## config.mk

```make
export PLATFORM = sky130hd
export DESIGN_NAME = branch_recovery
export DESIGN_NICKNAME = d
export VERILOG_FILES = /design/src/rtl/branch_recovery.sv
export SDC_FILE = /design/constraint.sdc
export NUM_CORES = 1
export LEC_CHECK = 0
export ABC_AREA = 1
export CAP_MARGIN = 10
export CORE_ASPECT_RATIO = 0.9
export CORE_MARGIN = 2
export CORE_UTILIZATION = 54
export DETAILED_ROUTE_END_ITERATION = 10
export GPL_TIMING_DRIVEN = 0
export PLACE_DENSITY = 0.9
export SETUP_SLACK_MARGIN = 0.02
export SLEW_MARGIN = 15
export SYNTH_ARGS = -nofsm -noshare
export SYNTH_HDL_FRONTEND = slang
export SYNTH_SLANG_ARGS = --single-unit
```

## constraint.sdc

```tcl
create_clock -name clk -period 2.2 [get_ports clk]
set_input_delay 0.44 -clock clk [delete_from_list [all_inputs] [get_ports clk]]
set_output_delay 0.44 -clock clk [all_outputs]
set_load 0.01 [all_outputs]
```

## src/rtl/branch_recovery.sv

```systemverilog
// Misprediction recovery for the static conditional-branch predictor: shadows decoded
// branches until resolution, issues predicted/corrective redirects, flush and statistics.
module branch_recovery #(
  parameter int unsigned ADDR_W    = 16,
  parameter int unsigned FLUSH_CYC = 2,
  parameter int unsigned CNT_W     = 16
) (
  input  logic              clk,
  input  logic              reset_n,
  input  logic              dec_valid,
  input  logic              dec_is_cond,
  input  logic [ADDR_W-1:0] dec_pc,
  input  logic [ADDR_W-1:0] dec_offset,
  input  logic              predict_branch,
  input  logic              is_branch,
  input  logic              n_is_branch,
  input  logic              clr_cnt,
  output logic              pred_redirect,
  output logic [ADDR_W-1:0] pred_pc,
  output logic              redirect,
  output logic [ADDR_W-1:0] redirect_pc,
  output logic              flush,
  output logic              proto_err,
  output logic [CNT_W-1:0]  branch_cnt,
  output logic [CNT_W-1:0]  mispredict_cnt
);

  localparam int unsigned FC_W = 4;

  typedef enum logic {ST_IDLE, ST_FLUSH} state_t;

  state_t              r_state;
  logic [FC_W-1:0]     r_fcnt;
  logic                r_flush;

  logic                r_s1_valid, r_s1_cond;
  logic [ADDR_W-1:0]   r_s1_target, r_s1_ft;
  logic                r_s2_valid, r_s2_cond;
  logic [ADDR_W-1:0]   r_s2_target, r_s2_ft;

  logic                r_pred_redirect, r_redirect, r_proto_err;
  logic [ADDR_W-1:0]   r_pred_pc, r_redirect_pc;
  logic [CNT_W-1:0]    r_branch_cnt, r_mispredict_cnt;

  logic                w_flushing, w_resolve, w_mis, w_pred;
  logic [ADDR_W-1:0]   w_target, w_ft;

  assign w_flushing = (r_state == ST_FLUSH);
  assign w_target   = dec_pc + dec_offset;
  assign w_ft       = dec_pc + ADDR_W'(1);
  assign w_resolve  = r_s2_valid & r_s2_cond & ~w_flushing;
  assign w_mis      = w_resolve & (is_branch | n_is_branch);
  // A corrective redirect in the same cycle overrides the predicted one.
  assign w_pred     = dec_valid & dec_is_cond & predict_branch & ~w_flushing & ~w_mis;

  // Flush sequencer: holds flush for FLUSH_CYC cycles after a corrective redirect.
  always_ff @(posedge clk or negedge reset_n) begin
    if (!reset_n) begin
      r_state <= ST_IDLE;
      r_fcnt  <= '0;
      r_flush <= 1'b0;
    end else begin
      case (r_state)
        ST_IDLE: begin
          if (w_mis) begin
            r_state <= ST_FLUSH;
            r_fcnt  <= FC_W'(FLUSH_CYC);
            r_flush <= 1'b1;
          end
        end
        ST_FLUSH: begin
          if (r_fcnt <= FC_W'(1)) begin
            r_state <= ST_IDLE;
            r_fcnt  <= '0;
            r_flush <= 1'b0;
          end else begin
            r_fcnt  <= r_fcnt - FC_W'(1);
          end
        end
        default: begin
          r_state <= ST_IDLE;
          r_fcnt  <= '0;
          r_flush <= 1'b0;
        end
      endcase
    end
  end

  // Shadow pipeline, redirect outputs, sticky protocol error and statistics.
  always_ff @(posedge clk or negedge reset_n) begin
    if (!reset_n) begin
      r_s1_valid       <= 1'b0;
      r_s1_cond        <= 1'b0;
      r_s1_target      <= '0;
      r_s1_ft          <= '0;
      r_s2_valid       <= 1'b0;
      r_s2_cond        <= 1'b0;
      r_s2_target      <= '0;
      r_s2_ft          <= '0;
      r_pred_redirect  <= 1'b0;
      r_pred_pc        <= '0;
      r_redirect       <= 1'b0;
      r_redirect_pc    <= '0;
      r_proto_err      <= 1'b0;
      r_branch_cnt     <= '0;
      r_mispredict_cnt <= '0;
    end else begin
      r_s1_valid  <= dec_valid & ~w_flushing & ~w_mis;
      r_s1_cond   <= dec_is_cond;
      r_s1_target <= w_target;
      r_s1_ft     <= w_ft;
      r_s2_valid  <= r_s1_valid & ~w_mis;
      r_s2_cond   <= r_s1_cond;
      r_s2_target <= r_s1_target;
      r_s2_ft     <= r_s1_ft;

      r_redirect <= w_mis;
      if (w_mis) r_redirect_pc <= is_branch ? r_s2_target : r_s2_ft;

      r_pred_redirect <= w_pred;
      if (w_pred) r_pred_pc <= w_target;

      if (w_resolve & is_branch & n_is_branch) r_proto_err <= 1'b1;

      if (clr_cnt)                            r_branch_cnt <= '0;
      else if (w_resolve && r_branch_cnt != '1) r_branch_cnt <= r_branch_cnt + CNT_W'(1);

      if (clr_cnt)                                r_mispredict_cnt <= '0;
      else if (w_mis && r_mispredict_cnt != '1) r_mispredict_cnt <= r_mispredict_cnt + CNT_W'(1);
    end
  end

  assign pred_redirect  = r_pred_redirect;
  assign pred_pc        = r_pred_pc;
  assign redirect       = r_redirect;
  assign redirect_pc    = r_redirect_pc;
  assign flush          = r_flush;
  assign proto_err      = r_proto_err;
  assign branch_cnt     = r_branch_cnt;
  assign mispredict_cnt = r_mispredict_cnt;

endmodule

```

==> results of run 1 <==
[metal layers]
| metal | part of all wire | GRT usage | routed length (um) | up-vias |
|---|---|---|---|---|
| met5 | 0 | 0 | 0 | - |
| met4 | 0.014 | 0.0705 | 236 | 0 |
| met3 | 0.060 | 0.0658 | 993 | 22 |
| met2 | 0.48 | 0.401 | 7970 | 200 |
| met1 | 0.45 | 0.358 | 7440 | 2697 |
| li1 | - | - | - | 2769 |
[logic make-up after synthesis]
kind of cell	after synthesis
and+or+nand+nor	424
DFF	141
buffers and inverters	106
AOI/OAI and AO/OA	73
xor gates and xnor gates	28
adders and majority gates	21
[path summary, 6_finish.rpt]
path                          startpoint            endpoint  slack, ns  depth (start not counted)
setup / recovery               dec_pc[1]         r_s1_ft[12]       0.20                          7
hold / removal                 dec_pc[0]          r_s1_ft[0]       0.28                          2
setup reg to reg           branch_cnt[0]      branch_cnt[15]       0.33                         10
hold reg to reg              r_s1_ft[12]         r_s2_ft[12]       0.35                          0
max in group asynchronous        reset_n  mispredict_cnt[14]       0.95                          3
min in group asynchronous        reset_n      redirect_pc[2]       0.48                          2
[where the power goes]
group,switching [mW],internal [mW],total (mW)
Clock,1.11,1.86,2.97
Combinational,1.03,0.995,2.03
Sequential,0.283,3.10,3.39
Total,2.43,5.96,8.39
[worst max-delay path, cell delays in order]
cell and delay [ns]:
clkdlybuf4s50_1 0.56, ha_1 0.22, nand3_1 0.13, nor3_1 0.31, nand3_1 0.25, nor3_1 0.27
a21oi_1 0.11
[synthesized netlist by cell type, types with 2 or more instances]
cell and n:
a21oi_1 11, and2_1 11, buf_4 2, buf_6 3, clkbuf_1 8, dfrtp_1 141
ha_1 20, inv_1 85, inv_2 5, nand2_1 246, nand2_2 5, nand3_1 56
nand3_2 2, nand3_4 2, nand3b_1 5, nand4_1 12, nor2_1 50, nor2_2 2
nor2_4 7, nor2_8 4, nor3_1 11, o21ai_0 40, o21ai_1 12, o21bai_1 5
o22ai_1 2, or2_0 2, or2_1 2, or2_2 6, xnor2_1 7, xor2_1 21
[placed cells by master (no fill, tap or decap), drive strengths merged]
cell type,netlist,final
a21oi,11,11
a31o,1,1
and2,11,11
buf,7,9
bufinv,0,3
clkbuf,8,29
clkdlybuf4s50,0,104
clkinv,0,4
clkinvlp,0,1
dfrtp,141,141
dlygate4sd3,0,1
dlymetal6s2s,0,1
fa,1,1
ha,20,20
inv,91,94
nand2,251,251
nand3,60,60
nand3b,5,5
nand4,12,12
nor2,63,63
nor3,12,12
o211ai,1,1
o21ai,53,53
o21bai,5,5
o22ai,2,2
or2,10,10
xnor2,7,7
xor2,21,21
[through the flow]
| step | power (mW) | cell area, um^2 | utilization | hold slack (ns) | instances |
|---|---|---|---|---|---|
| floorplan | 4.35 | 6840 | - | 0.144 | 793 |
| global placement | 5.35 | 8100 | 0.663 | 0.332 | 1059 |
| detailed placement | 5.43 | 8130 | 0.665 | 0.331 | 1060 |
| CTS | 8.42 | 8750 | 0.716 | 0.348 | 1093 |
| global route | 8.82 | 8760 | 0.717 | 0.278 | 1093 |
| finish | 8.39 | 8760 | 0.717 | 0.285 | 1093 |
[area by class of cell]
cell class,count,area [um^2],share of cell area
clock inverters,11,155,0.0177
multi-input cells,546,2870,0.327
plain buffers,15,98.8,0.0113
clock buffers,21,460,0.0526
well taps,160,200,0.0229
inverters,91,344,0.0393
repair buffers,108,1110,0.126
flip-flops and latches,141,3530,0.403
[repair_timing]
action                                  4_1_cts  5_1_grt
endpoints found under the setup margin        0        4
hold endpoints to repair                     38        0
resized for setup                             0        2
hold buffers                                  1        0
[sequential cells by signal, summed over array words and instances, names as in the netlist, 4 cells and up]
signal	count
branch_cnt	16
mispredict_cnt	16
pred_pc	16
r_s1_ft	16
r_s1_target	16
r_s2_ft	16
r_s2_target	16
redirect_pc	16
r_fcnt	4
==> metrics.txt, run 1 <==
Seq cells post-synth 141; CP endpoint kind register; die width ~120 um; clk slew on worst S/H paths 0.06 ns; final RePlAce weighted congestion 0.929; Leak Pwr roughly 4.2 nW; clock latency on the worst-skew pair 0.42 ns; vias in the first global route around 5500; mux cell area share after synthesis 0; crit start category input pin; first-pass iteration count of the detailed router 5; routed vias/inst 5.20; Rows 38; final setup violation count 0; root buffer cell clkbuf_16; Port Buffers 106; Synth Area in Compound Gates 0.0571; Hold Path Class in -> reg; arrival time worst endpoint 2.28 ns; worst slack at placement -0.302 ns; Top-Level Pins 108; syn avg cell area 8.62 um^2; main combinational cell family by area after synthesis simple AND/OR/NAND/NOR gates; post-synthesis to final-layout area growth 28.2%; fmax 0.500 GHz; fillers 883; Yosys warning total 0; CTS tree yes; Most used DFF post-synth dfrtp_1; syn_nets between 800 and 900; clk sinks 141; Mapped Cells between 700 and 800; Clock Skew ~0.007 ns; vias 5688; worst slew pin tran 0.562 ns; Hold Fails Final Rpt 0; Yosys cell types 38; share of cells above drive strength 1 0.0825; Die ar. 13600 um^2; Post-synth EDFFs 0; final setup TNS 0 ns; first-pass GRT wire length between 20000 and 30000 um; status completed; DRC Markers 0; top cell type's share of synthesized area 0.516; PD cells 957 nW/um^2; Critical Path Fanout Max 4; # H-tree levels 4; Final nets between 900 and 1000; initial core utilization 0.559; peak supply drop 0.000931 V; slew margin rel. 0.625; core footprint about 12000 um^2; RSZ-0062 raised after global routing no; Post-CTS Setup Inserts 0; initial DRC count 419; crit path kind in -> reg; ys async rst share 1.00; Max-Cap Viols 0; sequential-to-total area share from yosys stat 0.516; max-slew violation count 0; Tmin final between 2 and 2.5 ns; CP required about 2.5 ns; Final Cycle Share 0.910; Die Ht 111 um; routed len/inst ~15 um; largest net degree at the start of global routing 104; top cell type by total area after synthesis dfrtp_1; Simple-Gate Fraction of Synth Area 0.286; number of routed nets with antenna violations 0; GRT Overall Usage 0.257; hpwl dp 12000 um; Synth Area in XOR/XNOR 0.0359; area share of fa/ha/maj cells after synthesis 0.0395; synthesized area 6840 um^2; total gr overflow 0; top cells by area, synth dfrtp_1 52%, nand2_1 14%, inv_1 4.7%, nand3_1 4.1%, ha_1 3.7%; Detailed Route WL ~17000 um; PnR worst setup slack about 0.2 ns; Num CTS Buffers 17; initial antenna violation count 0; Max clock buf depth 2; ant diodes 0
(Power assumes the default switching activity.)
==> run 2, diff against run 1 <==
SKIP_LAST_GASP = 1   (was not set)
==> results of run 2 <==
Same layout as run 1: the final DEF is identical, and so are final timing and power.
==> run 3, diff against run 2 <==
CORE_MARGIN = 3   (was 2)
==> run 3 against run 2 <==
First-iteration DRC count grew 49%. Maximum frequency shrank 1.6%. Highest routed layer unchanged. Design area shrank 0.19%. Critical path depth grew 1. Die area grew 3.5%. Total power shrank 0.34%. Register-to-register slack is essentially flat. Largest cell class unchanged.
==> metrics.txt, run 3 (synthesis gave the netlist of run 1 again) <==
status completed; clk slew on worst S/H paths 0.06 ns (about the same); Die ar. 14000 um^2 (+3.5%); die width 125 um (+1.6%); final RePlAce weighted congestion 0.932 (+0.30%); total gr overflow 0 (unchanged); Num CTS Buffers 17 (unchanged); DRC Markers 0 (unchanged); vias 5805 (+2.1%); final setup TNS 0 ns (unchanged); PD cells 956 nW/um^2 (-0.15%); Final Cycle Share 0.924 (+0.0147); first-pass iteration count of the detailed router 5 (unchanged); clock latency on the worst-skew pair 0.42 ns (about the same); routed vias/inst 5.31 (+2.1%); ant diodes 0 (unchanged); Critical Path Fanout Max 4 (unchanged); Leak Pwr 4.17 nW (-0.19%); Port Buffers 106 (unchanged); fmax 0.492 GHz (-1.6%); post-route design area 8740 um^2 (-0.19%); peak supply drop 0.000880 V (-5.5%); routed len/inst 16.1 um (+5.5%); crit path kind in -> reg; GRT Overall Usage 0.261 (+0.00342); number of routed nets with antenna violations 0 (unchanged); core footprint 12200 um^2 (unchanged); Tmin final 2.03 ns (+0.0324 ns); first-pass GRT wire length 29100 um (+7.2%); most common cell after layout, fill and taps aside nand2_1; reg2reg start branch_cnt[0]; Rows 38 (unchanged); Max-Cap Viols 0 (unchanged); final setup violation count 0 (unchanged); share of cells above drive strength 1 0.0836 (+0.00107); commonest non-fill, non-tap cells in the layout 246 x nand2_1, 141 x dfrtp_1, 104 x clkdlybuf4s50_1; setup slack, reg-to-reg 0.32 ns (about the same); worst slew pin tran 0.703 ns (+0.141 ns); largest net degree at the start of global routing 105 (+0.96%); # H-tree levels 4 (unchanged); vias in the first global route 5901 (+7.0%); Hold Path End r_s1_ft[0]; fillers 855 (-3.2%); CTS tree yes; slew margin rel. 0.531 (-0.0937); Fin Hold WS 0.298 ns (+0.0139 ns); hpwl dp 12500 um (+3.8%); max-slew violation count 0 (unchanged); RSZ-0062 raised after global routing no; clk sinks 141 (unchanged); post-synthesis to final-layout area growth 27.9%; Detailed Route WL 17600 um (+5.5%); Hold Crit Depth 2 (unchanged); Worst Min Path Start dec_pc[0]; Top-Level Pins 108 (unchanged); CP endpoint kind register; crit start category input pin; initial DRC count 626 (+49%); arrival time worst endpoint 2.36 ns (+0.08 ns); R2R Path End branch_cnt[9]; initial antenna violation count 0 (unchanged); area of placed instances 8130 um^2 (unchanged); Clock Skew 0.00815 ns (+0.000982 ns); Max clock buf depth 2 (unchanged); Hold Path Class in -> reg; CP required 2.53 ns (+0.05 ns); Die Ht 113 um (+1.8%); number of cells on the worst reg-to-reg path 9 (-1); Post-CTS Setup Inserts 0 (unchanged); root buffer cell clkbuf_16; initial core utilization 0.559 (unchanged); Hold Fails Final Rpt 0 (unchanged); Final nets 981 (unchanged)
run 3: report_power, final:
part / total (mW) / switching (mW) / leakage [nW] / internal, mW
logic: 2.08 / 1.08 / 2.14 / 0.995
clock network: 2.89 / 1.12 / 0.291 / 1.77
registers: 3.39 / 0.286 / 1.74 / 3.10
total: 8.36 / 2.49 / 4.17 / 5.87
run 3: per-layer routing:
layer,vias to the layer above,share of wire,global-route usage
met3,38,0.058,0.0628
met2,218,0.49,0.434
met4,0,0.021,0.0891
li1,2769,-,-
met1,2780,0.43,0.339
met5,-,0,0
run 3: how the worst max path moves through the flow:
| stage | from | endpoint | slack [ns] | cells past startpoint |
|---|---|---|---|---|
| after floorplan | dec_pc[0] | pred_pc[6] | 0.38 | 10 |
| after global placement | reset_n | mispredict_cnt[15] | -4.69 | 1 |
| after detailed placement | dec_pc[0] | pred_pc[6] | -0.31 | 11 |
| after CTS | dec_pc[0] | pred_pc[6] | 0.09 | 11 |
| after global routing | dec_pc[1] | r_s1_ft[14] | 0.05 | 8 |
| final | dec_pc[1] | r_s1_ft[12] | 0.17 | 8 |
run 3: final cells by class:
cell class,count,area [um^2],share of cell area
clock buffer,21,470,0.0538
sequential,141,3530,0.404
multi-input combinational,546,2870,0.328
tap,160,200,0.0229
clock inverter,11,129,0.0147
timing repair buffer,108,1110,0.127
inverter,91,344,0.0394
buffer,15,98.8,0.0113
run 3: worst max-delay path, stage by stage:
cell and delay (ns):
clkdlybuf4s50_1 0.56, ha_1 0.22, nand3_1 0.17, nor3_1 0.34
nand3_1 0.24, nor2_1 0.15, nand2_1 0.06, a21oi_1 0.17
run 3: what timing repair did:
item,in CTS,in global routing
setup endpoints to repair,0,1
hold endpoints to repair,37,0
resized for setup,0,2
hold buffers,1,0
run 3: through the flow:
stage	utilization	total power, mW	cells	setup WS (ns)
floorplan	-	4.35	793	0.385
global placement	0.663	5.36	1059	-4.69
detailed placement	0.665	5.46	1060	-0.313
CTS	0.715	8.37	1093	0.0902
global route	0.716	8.75	1093	0.0517
finish	0.716	8.36	1093	0.166
==> variant (flow settings as in run 2) <==
Register the input `dec_offset` before use. The logic sees it one clock later. The other inputs are not delayed to match.
--- a/src/rtl/branch_recovery.sv
+++ b/src/rtl/branch_recovery.sv
@@ -29,6 +29,12 @@
 
   typedef enum logic {ST_IDLE, ST_FLUSH} state_t;
 
+  logic [ADDR_W-1:0] dec_offset_q;
+
+  always_ff @(posedge clk) begin
+    dec_offset_q <= dec_offset;
+  end
+
   state_t              r_state;
   logic [FC_W-1:0]     r_fcnt;
   logic                r_flush;
@@ -46,7 +52,7 @@
   logic [ADDR_W-1:0]   w_target, w_ft;
 
   assign w_flushing = (r_state == ST_FLUSH);
-  assign w_target   = dec_pc + dec_offset;
+  assign w_target   = dec_pc + dec_offset_q;
   assign w_ft       = dec_pc + ADDR_W'(1);
   assign w_resolve  = r_s2_valid & r_s2_cond & ~w_flushing;
   assign w_mis      = w_resolve & (is_branch | n_is_branch);
Behaviour: not the same (a bounded check fails within 4 cycles, from zero or initial values and one cycle with reset_n low).
==> variant against run 2 <==
- total power rose by 3.8%
- critical path type unchanged
- sequential cell count up 16
- largest power group unchanged
- via count increased by 2.0%
- design area rose by 2.4%
- setup slack lost 0.065 ns
- routed wire length increased by 1.2%
- die area increased by 3.1%
- synthesized area increased by 3.2%
- sequential power is 9.1% higher
- synthesized cell count increased by 1.1%
- global-route usage shrank 0.11 points
==> variant: results (changes against run 2) <==
[finish]
fillers = 866  ; -1.9%
fin_nets = 990  ; +0.92%
syn2layout_area_growth_pct = 27.2
layout-drive-gt1-share_pct = 7.22  ; -1.0 points

[drt]
firstDrtPassIters = 4  ; -1
wl_per_cell_microns = 15.2  ; about the same
routed_wl_microns = 16800  ; +1.2%
avgViaCountPerCell = 5.25  ; +0.84%
drt_iter0_drc = 443  ; +5.7%

[power_and_ir_drop]
netSwitchingPower_mw = 2.69  ; +11%
p_sw_share_pct = 30.9  ; +2.0 points
ir_drop_v = 0.000694  ; -25%
p_leak_nw = 4.34  ; +4.0%
p_seq_mw = 3.70  ; +9.1%

[synthesis]
synthesis.nets = 863  ; +1.1%
synth_seq_area_share_pct = 54.6  ; +2.9 points
synth_area_leaders = dfrtp_1 (50%), nand2_1 (14%), inv_1 (4.6%), dfxtp_1 (4.5%), ha_1 (3.5%)
async_flop_share_pct = 89.8  ; -10 points
synthCells = 802  ; +1.1%
synth_top_cells_by_count = nand2_1 (254), dfrtp_1 (141), inv_1 (86)
synth_cell_types = 39  ; +2.6%

[worst_setup_path]
r2r-end = pred_pc[6]
r2r-start = dec_offset_q[0]
cp_top_family = simple AND/OR/NAND/NOR gates
worstPathMaxFanout = 4  ; unchanged
rrSetupSlack_ns = 0.28  ; -0.05 ns
reg2reg_depth = 10  ; unchanged
cp_slowest_cell = clkdlybuf4s50_1
worst_ep_arrival_time_ns = 2.40  ; +0.12 ns
cpPeakStageDelay_ns = 0.50  ; -0.06 ns

[outcome]
status = complete, no violations

[global_route]
grt_max_degree = 74  ; -29%
grtUsageTotal_pct = 25.6  ; -0.11 points
grt_pass1_vias = 5821  ; +5.6%
grt_pass1_wl_microns = 28300  ; +4.1%

[place]
place_ws_ns = -0.353  ; -0.0513 ns
place.gp.congestion = 0.926  ; -0.32%
place_inst = 1073  ; +1.2%
hpwlAfterDp_microns = 11400  ; -5.1%
placed_area_sq_mm = 0.00835  ; +2.7%

[clocking]
cts_buffer_depth = 2  ; unchanged
clk_latency_ns = 0.44  ; +0.02 ns
cts_tree = done

[min_path]
whs_endpoint = r_s1_ft[0]
min_path_type = in2reg

[timing]
fin_skew_ns = 0.0166  ; +0.00939 ns
timing.hold.ws_ns = 0.296  ; +0.0110 ns
worst_pin_slew_ns = 0.580  ; +0.0178 ns

==> variant: changes by cell type after synthesis, moves of 3 or more <==
cell | before | now
nand3b_1 | 5 | 10
inv_2 | 5 | 1
o21ai_0 | 40 | 44
o21ai_1 | 12 | 1
nor2_8 | 4 | 1
nand2_1 | 246 | 254
nand2_2 | 5 | 0
dfxtp_1 | 0 | 16
nand3_1 | 56 | 50
or2_2 | 6 | 11
==> variant: cell type report <==
cell class / count / share of cell area, %
Inverter: 88 / 3.71
Clock inverter: 15 / 1.94
Timing Repair Buffer: 108 / 12.3
Clock buffer: 17 / 4.74
Tap cell: 164 / 2.29
Multi-Input combinational cell: 542 / 31.1
Buffer: 15 / 0.991
Sequential cell: 157 / 42.9
==> variant: worst max path at each step <==
stage                  endpoint  cells past startpoint  slack, ns  startpoint
finish               pred_pc[5]                      9       0.13   dec_pc[2]
global route        r_s1_ft[12]                      8       0.03   dec_pc[1]
CTS                  pred_pc[6]                     11       0.05   dec_pc[0]
detailed placement   pred_pc[6]                     11      -0.35   dec_pc[0]
global placement    pred_pc[13]                      1      -4.70     reset_n
floorplan            pred_pc[6]                     10       0.30   dec_pc[0]
==> variant: logic make-up after synthesis <==
logic type | share of synthesized area, %
xor+xnor | 3.73
flops | 54.6
buf+inv | 5.98
simple gates | 27.2
fa+ha+maj | 3.83
compound gates | 4.72
==> variant: routing by layer <==
layer / track usage (%) / wire length, microns
met1: 32.0 / 6830
met2: 42.4 / 8180
met3: 7.10 / 1410
met4: 11.0 / 424
met5: 0 / 0
==> variant: timing repair <==
| item | 4_1_cts | 5_1_grt |
|---|---|---|
| resized for setup | 1 | 2 |
| hold buffers | 1 | 0 |
| endpoints found under the setup margin | 1 | 1 |
| endpoints found under the hold margin | 68 | 0 |
